## config.mk

```make
export PLATFORM = sky130hd
export DESIGN_NAME = idct_col_sequencer
export DESIGN_NICKNAME = d
export VERILOG_FILES = /design/src/rtl/idct_col_sequencer.sv
export SDC_FILE = /design/constraint.sdc
export NUM_CORES = 1
export LEC_CHECK = 0
export ABC_AREA = 0
export BUFFER_PORTS_ARGS = -buffer_cell sky130_fd_sc_hd__buf_2
export CAP_MARGIN = 20
export CORE_UTILIZATION = 40
export DETAILED_ROUTE_END_ITERATION = 10
export SLEW_MARGIN = 15
export SYNTH_ARGS = -nofsm -noshare
export SYNTH_HDL_FRONTEND = slang
export SYNTH_SLANG_ARGS = --single-unit
```

## constraint.sdc

```tcl
create_clock -name clk -period 8.15 [get_ports clk]
set_clock_uncertainty 0.2 [all_clocks]
set_input_delay 1.2225 -clock clk [delete_from_list [all_inputs] [get_ports clk]]
set_output_delay 1.2225 -clock clk [all_outputs]
set_load 0.1 [all_outputs]
```

## src/rtl/idct_col_sequencer.sv

```systemverilog
`default_nettype none
// +--------------------------------------------------------------------------+
// | idct_col_sequencer : 8x8 transpose buffer feeding the IDCT column core,   |
// |                      pixel output buffer and row-wise drain.              |
// | Revision 1.0                                                             |
// +--------------------------------------------------------------------------+
module idct_col_sequencer #(
  parameter int COEF_W = 11,
  parameter int PIX_W  = 8
) (
  input  logic                clk,
  input  logic                rst_n,
  input  logic                clear,
  input  logic                in_valid,
  output logic                in_ready,
  input  logic [8*COEF_W-1:0] in_data,
  output logic [8*COEF_W-1:0] core_in,
  input  logic [8*PIX_W-1:0]  core_out,
  output logic                out_valid,
  input  logic                out_ready,
  output logic [8*PIX_W-1:0]  out_data,
  output logic                busy,
  output logic                block_done
);

  typedef enum logic [1:0] {
    S_LOAD    = 2'd0,
    S_COMPUTE = 2'd1,
    S_DRAIN   = 2'd2
  } state_e;

  localparam logic [2:0] c_LAST = 3'd7;

  state_e            state_q;
  logic [2:0]        row_cnt_q;
  logic [2:0]        col_cnt_q;
  logic [2:0]        out_cnt_q;
  logic [COEF_W-1:0] tbuf_q [8][8];
  logic [PIX_W-1:0]  obuf_q [8][8];

  logic w_in_fire;
  logic w_out_fire;

  assign in_ready   = (state_q == S_LOAD);
  assign out_valid  = (state_q == S_DRAIN);
  assign busy       = (state_q == S_COMPUTE) || (state_q == S_DRAIN);
  assign w_in_fire  = in_valid && in_ready;
  assign w_out_fire = out_valid && out_ready;
  assign block_done = w_out_fire && (out_cnt_q == c_LAST) && !clear;

  always_ff @(posedge clk or negedge rst_n) begin
    if (!rst_n) begin
      state_q   <= S_LOAD;
      row_cnt_q <= '0;
      col_cnt_q <= '0;
      out_cnt_q <= '0;
    end else if (clear) begin
      state_q   <= S_LOAD;
      row_cnt_q <= '0;
      col_cnt_q <= '0;
      out_cnt_q <= '0;
    end else begin
      case (state_q)
        S_LOAD: begin
          if (in_valid) begin
            row_cnt_q <= row_cnt_q + 3'd1;
            if (row_cnt_q == c_LAST) state_q <= S_COMPUTE;
          end
        end
        S_COMPUTE: begin
          col_cnt_q <= col_cnt_q + 3'd1;
          if (col_cnt_q == c_LAST) state_q <= S_DRAIN;
        end
        S_DRAIN: begin
          if (out_ready) begin
            out_cnt_q <= out_cnt_q + 3'd1;
            if (out_cnt_q == c_LAST) state_q <= S_LOAD;
          end
        end
        default: state_q <= S_LOAD;
      endcase
    end
  end

  // Buffer contents are don't-care after reset, so they carry no reset.
  always_ff @(posedge clk) begin
    if (w_in_fire && !clear) begin
      for (int j = 0; j < 8; j++) begin
        tbuf_q[row_cnt_q][j] <= in_data[(7-j)*COEF_W +: COEF_W];
      end
    end
    if ((state_q == S_COMPUTE) && !clear) begin
      for (int r = 0; r < 8; r++) begin
        obuf_q[r][col_cnt_q] <= core_out[(7-r)*PIX_W +: PIX_W];
      end
    end
  end

  for (genvar r = 0; r < 8; r++) begin : g_core_in
    assign core_in[(7-r)*COEF_W +: COEF_W] =
      (state_q == S_COMPUTE) ? tbuf_q[r][col_cnt_q] : '0;
  end

  for (genvar c = 0; c < 8; c++) begin : g_out_data
    assign out_data[(7-c)*PIX_W +: PIX_W] = out_valid ? obuf_q[out_cnt_q][c] : '0;
  end

endmodule
`default_nettype wire

```

==> flow_summary.json <==
{
  "outcome": "finished, final reports clean",
  "r2r_start": "col_cnt_q[0]",
  "syn_area_per_cell_um2": 19.70,
  "reg2reg_setup_slack_ns": 3.82,
  "clockPowerShare": 0.423,
  "max-vdd-ir-drop_v": 0.0002041,
  "final_cell_mix": "edfxtp_1, mux2i_1, buf_2",
  "drtIter0Drc": 2285,
  "cts_resized": 0,
  "critPathLaunchType": "flip-flop",
  "clockRootBuffer": "clkbuf_16",
  "drc": 0,
  "power_frac_seq": 0.522,
  "syn-instance-count": 2417,
  "reg2reg_depth": 4,
  "wl_per_cell_um": 27.22,
  "crit_type": "flip-flop to output port",
  "drt-total-wl_um": 119900,
  "overflow": 0,
  "switching_power_mw": 3.024,
  "syn2layout_area_growth_pct": 15.43,
  "grt_max_degree": 86,
  "num_rows": 126,
  "die_y_um": 347.1,
  "ys_warn_count": 0,
  "first_pass_iters": 5,
  "path_cells": "buf_4 > or2_2 > o22ai_1 > a311oi_1 > nor2b_1 > buf_2",
  "synthTopCellsByArea": "edfxtp_1, mux2i_1, mux4_2",
  "min_period_over_period": 0.7367,
  "first_global_vias": 25000,
  "htreeDepth": 4,
  "synth_edf_count": 1216,
  "start_util": 0.4033,
  "slew_headroom": 0.2233,
  "period_needed_ns": 6.004,
  "crit_start": "col_cnt_q[0]",
  "setup_violations": 0,
  "finalSetupTns_ns": 0,
  "cp-end-kind": "output port",
  "whs_ns": 0.1954,
  "ys_seq_elements": 1227,
  "final_common_cell": "edfxtp_1",
  "synth_top_area_frac": 0.7667,
  "synth-main-ff-cell": "edfxtp_1",
  "cp_data_required_time_ns": 6.73,
  "r2r_end": "obuf_q[2][48]",
  "viasPerCell": 5.503,
  "path_max_fanout": 68,
  "drive_gt1_frac": 0.2469,
  "synth.distinct_cells": 42,
  "syn-num-nets": 2584,
  "core-area_um2": 118100,
  "maxCapViolCount": 0,
  "cts_hold_buffers": 0,
  "clk_pin_slew_ns": 0.06,
  "timing.fmax_mhz": 166.6,
  "antenna_found_initial": 31,
  "ant_nets": 0,
  "vias": 24250,
  "slowest_stage": "buf_4",
  "synthArstFlopShare": 0.008965,
  "port_buffers": 312,
  "p_comb_frac": 0.054,
  "switching_share": 0.2241,
  "dieArea_um2": 120500,
  "grt_use_total": 0.1988,
  "grt_first_pass_wirelength_um": 174100,
  "hold_viol_final": 0,
  "final_nets": 2923,
  "dieWidth_um": 347.1,
  "dp_hpwl_um": 76210,
  "p_leak_nw": 17.18,
  "clockBufferDepth": 3,
  "ys_seq_area_frac": 0.7725,
  "p_int_mw": 10.47,
  "endpoint": "core_in[50]",
  "cp_slowest_stage_delay_ns": 0.93,
  "postCtsSetupRepairBufs": 0,
  "hp-class": "primary input to asynchronous set/reset pin",
  "clk_latency_ns": 0.72,
  "ios": 313,
  "synth_area_leader_cell": "edfxtp_1",
  "rsz0062_at_grt": "false",
  "final_max_slew_viol_count": 0,
  "globalplace.congestion": 0.8483,
  "syn_area_um2": 47630,
  "p_per_area_nw_per_um2": 245.5,
  "clock_sinks": 1227,
  "cts_tree": "yes",
  "crit_arrival_ns": 4.58,
  "worst_pin_slew_ns": 1.165,
  "numCtsBuffers": 130
}
## critical path: cells and delay by family, from the launching register on
family          cells  cell delay [ns]
flops               1             0.92
buf+inv             2             1.26
simple gates        2             0.86
compound gates      2             0.79
## worst min-delay path by stage
stage / endpoint / depth (start not counted) / from / slack (ns)
after floorplan: state_q[1] / 2 / state_q[1] / 0.34
after global placement: state_q[1] / 2 / state_q[1] / 0.37
after detailed placement: row_cnt_q[0] / 2 / row_cnt_q[0] / 0.40
after CTS: col_cnt_q[0] / 1 / rst_n / 0.14
after global routing: state_q[1] / 1 / rst_n / 0.17
final: col_cnt_q[0] / 1 / rst_n / 0.20
## synth_stat cells, types with 3 or more instances
library cell     n
o22ai_1        114
mux2_2          14
a21oi_1         50
o21ai_0         14
buf_2           67
clkbuf_1        32
nor2b_1         90
a211oi_1        37
a22oi_1          8
inv_1           19
nor3_1           3
nand2_1         34
o32ai_1         15
buf_4           39
nor3b_1          9
nor2_1          30
nand3_1         10
o21a_1          49
o31a_1          13
edfxtp_1      1216
nand2b_1         6
a21boi_0        11
dfrtp_1         11
mux4_2         128
mux2i_1        337
a22o_1          11
a311oi_1        15
buf_6            8
ha_1            10
## cells by family (layout without fill, tap and decap cells)
group	count (synthesis)	after routing	share of synthesized area
fa+ha+maj	10	10	0.002627
simple gates	190	190	0.02154
flops	1227	1227	0.7725
xor+xnor	3	3	0.0005518
buf+inv	167	610	0.01928
compound gates	341	341	0.04886
other cells	0	10	0
mux	479	479	0.1347
## power groups by stage
stage	clock, mW	sequential, mW	combinational [mW]
global route	6.07	7.05	0.776
global placement	0	7.18	0.732
finish	5.71	7.05	0.735
floorplan	0	7.18	0.459
detailed placement	0	7.18	0.742
CTS	5.83	7.05	0.743
## state kept, by name (all words and copies together), names as in the netlist
register	flops
out_cnt_q	3
row_cnt_q	3
tbuf_q	704
col_cnt_q	3
obuf_q	512
state_q	2
## through the flow
stage	instance area [um2]	setup WS [ns]	cells	power, mW	utilization
2_1_floorplan	47640	1.677	2417	7.634	-
3_3_place_gp	50740	2.904	4156	7.912	0.4297
3_5_place_dp	50770	2.902	4158	7.926	0.4300
4_1_cts	54910	2.087	4394	13.62	0.4651
5_1_grt	54960	1.886	4399	13.90	0.4654
6_report	54980	2.146	4406	13.50	0.4656
## layer usage
| layer | share of wire | vias to the layer above | global-route usage |
|---|---|---|---|
| li1 | - | 10540 | - |
| met5 | 0.0013 | - | 0 |
| met1 | 0.39 | 12550 | 0.2517 |
| met4 | 0.031 | 22 | 0.07152 |
| met2 | 0.50 | 910 | 0.3345 |
| met3 | 0.073 | 221 | 0.04479 |
## layout make-up
type,instances,area [um2]
inverters,19,71.32
clock inverters,65,693.2
clock buffers,171,3448
flip-flops and latches,1227,36810
multi-input cells,1023,10070
fillers,9849,63100
repair buffers,355,1937
well taps,1536,1922
diodes,10,25.02
Note: power is estimated with default switching activity, not from simulation.
